**src/rtl/fwd_scoreboard_if.sv**
```systemverilog
// Decode-to-hazard-unit bundle: issue info and sources in, stall and EX-aligned bypass selects out.
// Latency: fwd_sel is registered (one cycle after decode); stall is combinational in the decode cycle.
// Backpressure: stall is the only backpressure; decode holds its instruction while stall is high.
// Ports: flush, issue_valid/dest/reg_write/mem_read, src_addr, src_used (decode side) ->
//        stall, fwd_sel (hazard-unit side).
interface fwd_scoreboard_if #(
    parameter int ADDR_W  = 5,
    parameter int NUM_SRC = 2,
    parameter int DEPTH   = 3
);
    localparam int SEL_W = $clog2(DEPTH + 1);

    logic                      flush;
    logic                      issue_valid;
    logic [ADDR_W-1:0]         issue_dest;
    logic                      issue_reg_write;
    logic                      issue_mem_read;
    logic [NUM_SRC*ADDR_W-1:0] src_addr;
    logic [NUM_SRC-1:0]        src_used;
    logic                      stall;
    logic [NUM_SRC*SEL_W-1:0]  fwd_sel;

    // Decode stage drives the instruction, receives hazard results.
    modport master (
        output flush, issue_valid, issue_dest, issue_reg_write, issue_mem_read,
               src_addr, src_used,
        input  stall, fwd_sel
    );

    // Hazard unit consumes the instruction, produces hazard results.
    modport slave (
        input  flush, issue_valid, issue_dest, issue_reg_write, issue_mem_read,
               src_addr, src_used,
        output stall, fwd_sel
    );
endinterface

```
**src/rtl/fwd_scoreboard.sv**
```systemverilog
// Forwarding/load-use hazard unit: tracks last DEPTH issued destinations, picks per-source bypass.
// Latency: fwd_sel registered, valid the cycle the decode instruction reaches EX; stall combinational.
// Backpressure: stall=1 holds decode for exactly one cycle per load-use and injects a bubble into EX.
// Ports: clk, rst (sync, active-high); bus (slave modport of fwd_scoreboard_if).
module fwd_scoreboard #(
    parameter int ADDR_W  = 5,
    parameter int NUM_SRC = 2,
    parameter int DEPTH   = 3,
    parameter int SEL_W   = $clog2(DEPTH + 1)
) (
    input  logic              clk,
    input  logic              rst,
    fwd_scoreboard_if.slave   bus
);

    typedef struct packed {
        logic              v;
        logic [ADDR_W-1:0] dest;
        logic              wr;
        logic              ld;
    } entry_t;

    // e[0] is the instruction in EX, e[j] is j stages further downstream.
    entry_t e [DEPTH];

    logic [NUM_SRC-1:0][DEPTH-1:0] match;
    logic [NUM_SRC*SEL_W-1:0]      sel_nxt;
    logic [NUM_SRC-1:0]            ld_hit;
    logic                          stall_c;
    logic                          advance;
    logic [NUM_SRC*SEL_W-1:0]      fwd_sel_q;

    always_comb begin
        match = '0;
        for (int i = 0; i < NUM_SRC; i++) begin
            for (int j = 0; j < DEPTH; j++) begin
                // $0 is hardwired zero, so it never forwards and never stalls.
                match[i][j] = e[j].v & e[j].wr
                            & (e[j].dest == bus.src_addr[i*ADDR_W +: ADDR_W])
                            & (bus.src_addr[i*ADDR_W +: ADDR_W] != '0)
                            & bus.src_used[i];
            end
        end
    end

    always_comb begin
        sel_nxt = '0;
        ld_hit  = '0;
        for (int i = 0; i < NUM_SRC; i++) begin
            // Walk oldest to youngest so the youngest producer overwrites last.
            for (int j = DEPTH - 1; j >= 0; j--) begin
                if (match[i][j]) begin
                    sel_nxt[i*SEL_W +: SEL_W] = SEL_W'(j + 1);
                end
            end
            // A load in EX cannot feed a consumer in decode: its data only exists after MEM.
            ld_hit[i] = match[i][0] & e[0].ld;
        end
    end

    assign stall_c = bus.issue_valid & (|ld_hit);
    assign advance = bus.issue_valid & ~stall_c;

    always_ff @(posedge clk) begin
        if (rst || bus.flush) begin
            // Only the valid bits matter; stale dest/wr/ld fields are masked by v=0.
            for (int j = 0; j < DEPTH; j++) begin
                e[j].v <= 1'b0;
            end
            fwd_sel_q <= '0;
        end else begin
            for (int j = DEPTH - 1; j > 0; j--) begin
                e[j] <= e[j-1];
            end
            e[0].v    <= advance;
            e[0].dest <= bus.issue_dest;
            e[0].wr   <= bus.issue_reg_write;
            e[0].ld   <= bus.issue_mem_read;
            // A stalled or empty decode slot becomes a bubble in EX with no bypass.
            fwd_sel_q <= advance ? sel_nxt : '0;
        end
    end

    assign bus.stall   = stall_c;
    assign bus.fwd_sel = fwd_sel_q;

endmodule

```
**src/flat_wrapper.sv**
```systemverilog
// flat-port wrapper written by rule: the top's interface ports become plain ports
module fwd_scoreboard_flat 
#(
    parameter int ADDR_W  = 5,
    parameter int NUM_SRC = 2,
    parameter int DEPTH   = 3,
    parameter int SEL_W   = $clog2(DEPTH + 1)
)
  (clk, rst, bus_flush, bus_issue_valid, bus_issue_dest, bus_issue_reg_write, bus_issue_mem_read, bus_src_addr, bus_src_used, bus_stall, bus_fwd_sel);
  fwd_scoreboard_if #(.ADDR_W(ADDR_W), .NUM_SRC(NUM_SRC), .DEPTH(DEPTH)) bus_i ();
  input  logic clk;
  input  logic rst;
  input wire logic [$bits(bus_i.flush)-1:0] bus_flush;
  input wire logic [$bits(bus_i.issue_valid)-1:0] bus_issue_valid;
  input wire logic [$bits(bus_i.issue_dest)-1:0] bus_issue_dest;
  input wire logic [$bits(bus_i.issue_reg_write)-1:0] bus_issue_reg_write;
  input wire logic [$bits(bus_i.issue_mem_read)-1:0] bus_issue_mem_read;
  input wire logic [$bits(bus_i.src_addr)-1:0] bus_src_addr;
  input wire logic [$bits(bus_i.src_used)-1:0] bus_src_used;
  output wire logic [$bits(bus_i.stall)-1:0] bus_stall;
  output wire logic [$bits(bus_i.fwd_sel)-1:0] bus_fwd_sel;
  assign bus_i.flush = bus_flush;
  assign bus_i.issue_valid = bus_issue_valid;
  assign bus_i.issue_dest = bus_issue_dest;
  assign bus_i.issue_reg_write = bus_issue_reg_write;
  assign bus_i.issue_mem_read = bus_issue_mem_read;
  assign bus_i.src_addr = bus_src_addr;
  assign bus_i.src_used = bus_src_used;
  assign bus_stall = bus_i.stall;
  assign bus_fwd_sel = bus_i.fwd_sel;
  fwd_scoreboard #(.ADDR_W(ADDR_W), .NUM_SRC(NUM_SRC), .DEPTH(DEPTH), .SEL_W(SEL_W)) u_core (.clk(clk), .rst(rst), .bus(bus_i));
endmodule
```
**config.mk**
```make
export PLATFORM = sky130hd
export DESIGN_NAME = fwd_scoreboard_flat
export DESIGN_NICKNAME = d
export VERILOG_FILES = /design/src/rtl/fwd_scoreboard_if.sv /design/src/rtl/fwd_scoreboard.sv /design/src/flat_wrapper.sv
export SDC_FILE = /design/constraint.sdc
export NUM_CORES = 1
export LEC_CHECK = 0
export BUFFER_PORTS_ARGS = -buffer_cell sky130_fd_sc_hd__buf_2
export CAP_MARGIN = 40
export CORE_MARGIN = 2
export CORE_UTILIZATION = 48
export CTS_CLUSTER_SIZE = 30
export DETAILED_ROUTE_END_ITERATION = 8
export GPL_TIMING_DRIVEN = 0
export PLACE_DENSITY_LB_ADDON = 0.3
export RECOVER_POWER = 50
export SKIP_LAST_GASP = 1
export SYNTH_ARGS = -nofsm -noshare
export SYNTH_HDL_FRONTEND = slang
export SYNTH_SLANG_ARGS = --single-unit
export TNS_END_PERCENT = 10
```
**constraint.sdc**
```tcl
create_clock -name clk -period 2.21 [get_ports clk]
set_clock_uncertainty 0.15 [all_clocks]
set_input_delay 0.442 -clock clk [delete_from_list [all_inputs] [get_ports clk]]
set_output_delay 0.442 -clock clk [all_outputs]
set_load 0.01 [all_outputs]
```
==> results.yml, run 1 <==
run_status:
  outcome: "finished, violations left"
  violations: "negative setup slack"
synthesis:
  synth.distinct_cells: 22
  syn-mean-instance-area_um2: 11.8
  yosysTopAreaCellShare_pct: 42.7
  synth_area_um2: 1340
  synthesis.yosys.warnings: 0
  synthDominantAreaCellType: "sky130_fd_sc_hd__edfxtp_1"
  synth_top_cells_by_area: "sky130_fd_sc_hd__edfxtp_1 (43%), sky130_fd_sc_hd__xnor2_1 (17%), sky130_fd_sc_hd__dfxtp_1 (10%), sky130_fd_sc_hd__and2_1 (10%), sky130_fd_sc_hd__nand4_1 (2.8%)"
  synth_sequential_area_ratio_pct: 53.2
  mappedNetlistNets: 136
  ys_ff_latch: 26
  syn-instance-count: 113
timing:
  final-hold-violation-count: 0
  max_slew_margin_pct: 49.0
  timing_worst_slew_pin_value_ns: 0.765
  fmax_mhz: 412
  post-route-period-util_pct: 110
  setup-tns-final_ns: -0.218
  hold_ws_ns: 0.232
  post_route_minimum_period_ns: 2.43
  drv_slew: 0
  finalSetupViolCount: 1
  grt_setup_unrepaired: "yes"
  postLayoutSetupSlackWorst_ns: -0.218
die:
  dieArea_um2: 3220
  rows: 19
  fp.coreArea_um2: 2710
  initial_utilization_pct: 49.3
  top_level_ports: 28
  die_w_um: 56.8
  die_h_um: 56.8
run:
  maxCapViolCount: 0
worst_setup_path:
  crit_path_max_fanout: 4
  cp.buffers_inverters: 2
  worstPathRequired_ns: 1.62
  worst_setup_path_start_kind: "primary input"
  timing_worst_setup_path_type: "primary input to output pin"
  crit_path_start: "bus_src_addr[9]"
  crit_family: "simple AND/OR/NAND/NOR gates"
  critical_path.endpoint_type: "output pin"
  worstPathCellList: "buf_8, or4_4, o21ai_4, nor4_4, o21a_1, and2_4, buf_6"
  critical_path.slowest_cell: "sky130_fd_sc_hd__or4_4"
  timing.critical_path.arrival_ns: 1.84
  timing.rr.start: "u_core.e[0][20]"
  timing.critical_path.slowest_cell_delay_ns: 0.54
route:
  drt-wirelength-per-cell_um: 14.6
  total_length_of_routed_wires_um: 2680
  detail_route.first_pass.iterations: 4
  route.vias.total: 972
  antenna_violating_nets_post_route: 0
  viasPerCell: 5.28
  drc_violations_left: 0
  first_iter_violations: 50
power_and_ir_drop:
  power_density_nw_per_um2: 534
  ir_drop_mv: 0.363
  p_leak_nw: 0.580
layout:
  num-nets-final: 177
  flow.area_growth_from_synthesis_pct: 25.3
  insertedDiodeCount: 0
  layout_common_cells: "sky130_fd_sc_hd__xnor2_1 (26), sky130_fd_sc_hd__edfxtp_1 (19), sky130_fd_sc_hd__buf_2 (18)"
  layout_commonest_cell: "sky130_fd_sc_hd__xnor2_1"
  share_of_layout_cells_above_drive_strength_1_pct: 28.1
placed_design:
  port_buffers: 27
  place.gp.congestion: 0.875
  dp_slack_ns: -0.335
  hpwl_um: 1950
clock_tree:
  clk_pin_slew_worst_paths_ns: 0.14
  cts_buffer_depth: 2
  clock_latency_at_the_later_pin_of_the_worst_skew_pair_ns: 0.32
  clockRootBuffer: "sky130_fd_sc_hd__clkbuf_4"
  htree_levels: 1
  tritoncts: "yes"
  cts_num_sinks: 26
  tritoncts_buffer_count: 3
global_route:
  gr-usage-all-layers_pct: 17.9
  via_count_of_the_first_global_routing_pass: 976
  grt_antenna_before_repair: 0
  maximum_number_of_pins_on_one_net_before_global_route_repair: 23
  global_route_wire_length_before_repair_um: 4350
  grt-ovfl-total: 0
min_path:
  worst_hold_startpoint: "bus_issue_dest[0]"
  timing.hold.worst.class: "primary input to flop"
logic make-up after synthesis:
| logic type | count (synthesis) | synth area share [%] |
|---|---|---|
| compound gates | 7 | 4.49 |
| xor+xnor | 30 | 19.7 |
| buf+inv | 2 | 0.562 |
| flops | 26 | 53.2 |
| simple gates | 48 | 22.1 |
cells in the mapped netlist:
cell type	count
sky130_fd_sc_hd__or3_1	1
sky130_fd_sc_hd__or3_2	1
sky130_fd_sc_hd__edfxtp_1	19
sky130_fd_sc_hd__nor4_1	2
sky130_fd_sc_hd__and2_1	22
sky130_fd_sc_hd__nand2_1	3
sky130_fd_sc_hd__xor2_1	4
sky130_fd_sc_hd__nor2b_1	1
sky130_fd_sc_hd__nand3_1	2
sky130_fd_sc_hd__a2111oi_2	1
sky130_fd_sc_hd__nor3_1	3
sky130_fd_sc_hd__or4_1	2
sky130_fd_sc_hd__a21oi_1	2
sky130_fd_sc_hd__o21a_1	1
sky130_fd_sc_hd__nand4_1	6
sky130_fd_sc_hd__clkbuf_1	2
sky130_fd_sc_hd__nor2_1	3
sky130_fd_sc_hd__xnor2_1	26
sky130_fd_sc_hd__dfxtp_1	7
sky130_fd_sc_hd__o21ai_2	2
sky130_fd_sc_hd__nor4_2	2
sky130_fd_sc_hd__a2111oi_1	1
worst register-to-register path: stages (launching register included):
cell and delay (ns):
sky130_fd_sc_hd__edfxtp_1 0.46, sky130_fd_sc_hd__xnor2_1 0.18, sky130_fd_sc_hd__nand4_1 0.15, sky130_fd_sc_hd__nor4_1 0.38, sky130_fd_sc_hd__nor2_1 0.09, sky130_fd_sc_hd__a2111oi_1 0.33
layout make-up:
cell class                 instances  area, um^2
fill                             233        1040
sequential                        26         711
multi-input combinational         85         661
timing repair buffer              36         230
tap                               31        38.8
clock buffer                       4        26.3
buffer                             2        7.51
path summary, 6_finish.rpt:
| path | to | slack, ns | cells past startpoint |
|---|---|---|---|
| hold / removal | u_core.e[0][2] | 0.23 | 2 |
| setup / recovery | bus_stall | -0.22 | 7 |
| setup reg to reg | u_core.bus.fwd_sel[3] | 0.35 | 5 |
| hold reg to reg | u_core.e[0][15] | 0.33 | 1 |
flip-flops by register name, summed over array words and instances (netlist names):
| signal | flops |
|---|---|
| u_core.e | 22 |
| u_core.bus.fwd_sel | 4 |
layer usage:
metal	share of wire, %	global-route usage [%]
met5	0	0
met2	50	29.9
met3	4.4	2.76
met4	1.2	7.97
met1	44	22.8
report_power, final:
part	switching (W)	internal (W)
combinational	0.0000665	0.0000680
sequential	0.0000150	0.000543
clock	0.000132	0.0000705
total	0.000214	0.000681
per-stage QoR:
step,power [W],util [%],instance area [um^2],std cells
floorplan,0.000636,-,1360,113
global placement,0.000679,56.6,1530,171
global route,0.000943,61.8,1670,184
detailed placement,0.000689,57.1,1550,172
CTS,0.000905,61.8,1670,183
finish,0.000895,61.8,1670,184
repair_timing:
item                       CTS  global route
buffers inserted             7             1
hold buffers                 0             0
gates cloned                 0             0
setup endpoints to repair    1             1
resized for setup           11             0
pin swaps                    8             1
(Power assumes the default switching activity.)
==> inputs of run 2 (changes only) <==
- CORE_UTILIZATION: 48 -> 53
- TNS_END_PERCENT: 10 -> 100
- clock period: 2.21 -> 2.6 ns (I/O delays scaled with it)
==> run 2 against run 1 <==
  * The flow now finishes without violations
  * Worst setup slack improved by 0.24 ns
  * Global-route usage up 1.7 points
  * Non-clock buffer count is 2 lower
  * Total power fell by 12%
  * First-iteration DRC count shrank 56%
  * Cell count shrank 1.6%
  * Final area down 0.82%
  * Critical path depth did not move
  * Critical path type unchanged
==> results.yml, run 2 (synthesis results as in run 1) <==
layout:
  layout_common_cells: "sky130_fd_sc_hd__xnor2_1 (26), sky130_fd_sc_hd__edfxtp_1 (19), sky130_fd_sc_hd__buf_2 (18)"
  reg_with_most_ffs: "u_core.e"
  number_of_flip_flops_under_the_largest_register_name: 22
  layout_commonest_cell: "sky130_fd_sc_hd__xnor2_1"
  flow.area_growth_from_synthesis_pct: 24.3
  share_of_layout_cells_above_drive_strength_1_pct: 27.2
  num-nets-final: 175
  nFillCells: 193
  insertedDiodeCount: 0
timing:
  grt_setup_unrepaired: "yes"
  timing_worst_slew_pin_value_ns: 0.925
  finalSetupViolCount: 0
  max_slew_margin_pct: 38.3
  drv_slew: 0
  final-hold-violation-count: 0
  post_route_minimum_period_ns: 2.58
  post-route-period-util_pct: 99.2
  setup-tns-final_ns: 0
  fmax_mhz: 388
worst_setup_path:
  timing.critical_path.slowest_cell_delay_ns: 0.54
  crit_family: "simple AND/OR/NAND/NOR gates"
  worstPathCellList: "buf_6, or4_4, o21ai_4, nor4_4, o21a_1, and2_1, buf_2"
  critical_path.slowest_cell: "sky130_fd_sc_hd__or4_4"
  crit_path_max_fanout: 4
  timing.critical_path.arrival_ns: 1.91
  timing_worst_setup_path_type: "primary input to output pin"
  cp.buffers_inverters: 2
  worst_setup_path_start_kind: "primary input"
  critical_path.endpoint_type: "output pin"
  worstPathRequired_ns: 1.93
placed_design:
  hpwl_um: 2060
  port_buffers: 27
  place.gp.congestion: 0.910
route:
  total_length_of_routed_wires_um: 2690
  first_iter_violations: 22
  route.vias.total: 965
  viasPerCell: 5.33
  antenna_violating_nets_post_route: 0
  detail_route.first_pass.iterations: 4
  drc_violations_left: 0
  drt-wirelength-per-cell_um: 14.9
global_route:
  grt.met2_usage_pct: 33.5
  global_route_wire_length_before_repair_um: 3960
  gr-usage-all-layers_pct: 19.6
  globalRouteMet1Util_pct: 24.1
  grt_util_met3_pct: 2.46
  grt_busiest_layer: "met2"
  grt-ovfl-total: 0
  via_count_of_the_first_global_routing_pass: 914
  maximum_number_of_pins_on_one_net_before_global_route_repair: 23
  grt_antenna_before_repair: 0
power_and_ir_drop:
  design_power_total_w: 0.000786
  portion_of_total_power_attributed_to_sequential_cells_pct: 60.4
  comb_power_share_pct: 14.3
  power_density_nw_per_um2: 473
  clkPwrFrac_pct: 25.3
  p_int_w: 0.000604
  p_leak_nw: 0.556
  swShare_pct: 23.1
  power_switching_w: 0.000182
  ir_drop_mv: 0.433
die:
  rows: 18
  top_level_ports: 28
  fp.coreArea_um2: 2430
  dieArea_um2: 2940
  die_h_um: 54.2
  initial_utilization_pct: 54.9
  die_w_um: 54.2
min_path:
  timing.hold.worst.class: "primary input to flop"
run:
  maxCapViolCount: 0
clock_tree:
  cts_buffer_depth: 2
  clk_pin_slew_worst_paths_ns: 0.14
  clockRootBuffer: "sky130_fd_sc_hd__clkbuf_4"
  cts_num_sinks: 26
  tritoncts_buffer_count: 3
  clock_latency_at_the_later_pin_of_the_worst_skew_pair_ns: 0.32
  hold_buf_count_cts: 0
  tritoncts: "yes"
  htree_levels: 1
run_status:
  outcome: "finished, final reports clean"
## run 2: timing repair
| item | CTS | global route |
|---|---|---|
| gates cloned | 0 | 0 |
| endpoints found under the setup margin | 1 | 1 |
| buffers inserted | 4 | 2 |
| pin swaps | 8 | 8 |
| gates resized for setup | 11 | 7 |
## run 2: power groups by stage
stage / registers [W] / clock network (W) / logic (W)
after CTS: 0.000474 / 0.000204 / 0.000109
after global placement: 0.000483 / 0 / 0.0000904
after global routing: 0.000476 / 0.000221 / 0.000123
after detailed placement: 0.000484 / 0 / 0.0000978
after floorplan: 0.000480 / 0 / 0.0000577
final: 0.000475 / 0.000199 / 0.000112
## run 2: layout make-up
type,count,area (um^2),area share [%]
flip-flops and latches,26,711,42.8
well taps,30,37.5,2.26
repair buffers,34,210,12.7
multi-input cells,85,658,39.6
clock buffers,4,36.3,2.19
plain buffers,2,7.51,0.452
## run 2: path summary, 6_finish.rpt
path | from | end | slack [ns] | depth (start not counted)
max | bus_src_addr[0] | bus_stall | 0.02 | 7
min reg2reg | u_core.e[0][7] | u_core.e[0][15] | 0.35 | 1
max reg2reg | u_core.e[0][20] | u_core.bus.fwd_sel[3] | 0.67 | 5
min | bus_issue_reg_write | u_core.e[0][1] | 0.33 | 2
## run 2: layer usage
metal  up-vias  wire, um
met5         -         0
met4         0        33
met3         4       196
met2        41      1350
met1       443      1110
li1        477         -
## run 2: per-stage QoR
step | util, % | std cells | instance area (um^2) | hold WS (ns) | setup WS, ns
after floorplan | - | 113 | 1340 | 0.280 | 0.209
after global placement | 62.0 | 170 | 1510 | 0.298 | -0.111
after detailed placement | 62.5 | 171 | 1520 | 0.334 | -0.154
after CTS | 67.5 | 179 | 1640 | 0.316 | 0.00289
after global routing | 68.3 | 181 | 1660 | 0.328 | -0.0219
final | 68.3 | 181 | 1660 | 0.330 | 0.0217
==> inputs of run 3 (changes only) <==
- CORE_UTILIZATION: 53 -> 55
- clock period: 2.6 -> 3.3 ns (I/O delays scaled with it)
==> run 3 against run 2 <==
  * Die area down 3.4%
  * Critical path depth stayed put
  * Combinational power fell by 33%
  * Critical endpoint unchanged
  * Largest cell class unchanged
  * Largest power group unchanged
  * Highest routed layer unchanged
==> results.yml, run 3 (synthesis results as in run 1) <==
global_route:
  grt-ovfl-total: 0
  gr-usage-all-layers_pct: 20.2
  via_count_of_the_first_global_routing_pass: 915
  grt_antenna_before_repair: 0
  global_route_wire_length_before_repair_um: 4080
  maximum_number_of_pins_on_one_net_before_global_route_repair: 23
layout:
  layout_commonest_cell: "sky130_fd_sc_hd__xnor2_1"
  utilization_pct: 68.9
  num-nets-final: 169
  insertedDiodeCount: 0
  nFillCells: 164
  flow.area_growth_from_synthesis_pct: 16.2
  share_of_layout_cells_above_drive_strength_1_pct: 22.8
  reg_with_most_ffs: "u_core.e"
  layout_common_cells: "sky130_fd_sc_hd__xnor2_1 (26), sky130_fd_sc_hd__buf_2 (23), sky130_fd_sc_hd__edfxtp_1 (19)"
  number_of_flip_flops_under_the_largest_register_name: 22
run:
  maxCapViolCount: 0
die:
  top_level_ports: 28
  die_h_um: 53.3
  die_w_um: 53.3
  rows: 17
  dieArea_um2: 2840
  initial_utilization_pct: 59.3
  fp.coreArea_um2: 2250
timing:
  postLayoutSetupSlackWorst_ns: 0.276
  grt_setup_unrepaired: "no"
  drv_slew: 0
  final-hold-violation-count: 0
  setup-tns-final_ns: 0
  max_slew_margin_pct: 38.8
  timing_worst_slew_pin_value_ns: 0.918
  post-route-period-util_pct: 91.6
  fmax_mhz: 331
  post_route_minimum_period_ns: 3.02
  finalSetupViolCount: 0
route:
  route.vias.total: 918
  viasPerCell: 5.31
  drc_violations_left: 0
  detail_route.first_pass.iterations: 4
  first_iter_violations: 12
  total_length_of_routed_wires_um: 2440
  antenna_violating_nets_post_route: 0
  drt-wirelength-per-cell_um: 14.1
power_and_ir_drop:
  power_switching_w: 0.000139
  portion_of_total_power_attributed_to_sequential_cells_pct: 59.1
  swShare_pct: 22.0
  comb_power_share_pct: 11.9
  design_power_total_w: 0.000632
  p_int_w: 0.000493
  p_leak_nw: 0.514
  clkPwrFrac_pct: 29.0
  ir_drop_mv: 0.264
  power_density_nw_per_um2: 407
placed_design:
  dp_slack_ns: 0.281
  place.gp.congestion: 0.949
  port_buffers: 27
  hpwl_um: 1920
worst_setup_path:
  worstPathRequired_ns: 2.49
  worst_setup_path_start_kind: "primary input"
  critical_path.endpoint_type: "output pin"
  crit_path_max_fanout: 4
  timing_worst_setup_path_type: "primary input to output pin"
  timing.critical_path.arrival_ns: 2.21
clock_tree:
  htree_levels: 1
  tritoncts_buffer_count: 3
  clock_latency_at_the_later_pin_of_the_worst_skew_pair_ns: 0.31
  cts_buffer_depth: 2
  clockRootBuffer: "sky130_fd_sc_hd__clkbuf_4"
  post-cts-setup-buffer-count: 0
  hold_buf_count_cts: 0
  cts-resized-gates: 0
  tritoncts: "yes"
  cts_num_sinks: 26
  clk_pin_slew_worst_paths_ns: 0.14
min_path:
  timing.hold.worst.class: "flop to flop"
run_status:
  outcome: "finished, final reports clean"
==> run 3: cell types whose count changed in the layout (fill, tap and decap cells not counted), sizes merged <==
cell	delta
buf	-6
==> run 3: power groups by stage <==
stage	Combinational (W)	Sequential [W]	Clock [W]
CTS	0.0000766	0.000374	0.000190
floorplan	0.0000455	0.000378	0
detailed placement	0.0000760	0.000381	0
finish	0.0000750	0.000374	0.000183
global placement	0.0000717	0.000380	0
global route	0.0000830	0.000375	0.000205
==> run 3: per-layer routing <==
layer,vias to the layer above,track usage [%],wire length [um],part of all wire [%]
li1,464,-,-,-
met1,424,25.9,1110,45
met2,26,33.1,1190,49
met3,4,3.67,104,4.3
met4,0,8.55,35,1.4
met5,-,0,0,0
==> run 3: per-stage QoR <==
step,area [um^2],instances,hold slack (ns)
after floorplan,1340,113,0.280
after global placement,1510,168,0.299
after detailed placement,1520,169,0.310
after CTS,1570,173,0.343
after global routing,1550,173,0.358
final,1550,173,0.333
==> run 3: final timing paths <==
check / slack, ns / endpoint / depth (start not counted) / startpoint
min reg2reg: 0.33 / u_core.e[0][15] / 1 / u_core.e[0][7]
max reg2reg: 1.40 / u_core.bus.fwd_sel[2] / 5 / u_core.e[0][3]
min: 0.33 / u_core.e[0][15] / 1 / u_core.e[0][7]
max: 0.28 / bus_stall / 7 / bus_src_addr[6]
==> run 3: worst max-delay path: stages <==
cell and delay, ns:
sky130_fd_sc_hd__buf_2 0.14, sky130_fd_sc_hd__or4_1 0.55, sky130_fd_sc_hd__o21ai_2 0.22, sky130_fd_sc_hd__nor4_2 0.11, sky130_fd_sc_hd__o21a_1 0.24, sky130_fd_sc_hd__and2_1 0.16, sky130_fd_sc_hd__buf_2 0.13
==> run 3: cell type report <==
type | instances | area, um^2 | share of cell area [%]
plain buffers | 2 | 7.51 | 0.483
well taps | 28 | 35.0 | 2.26
repair buffers | 28 | 134 | 8.62
clock buffers | 4 | 47.5 | 3.06
multi-input cells | 85 | 618 | 39.8
flip-flops and latches | 26 | 711 | 45.8
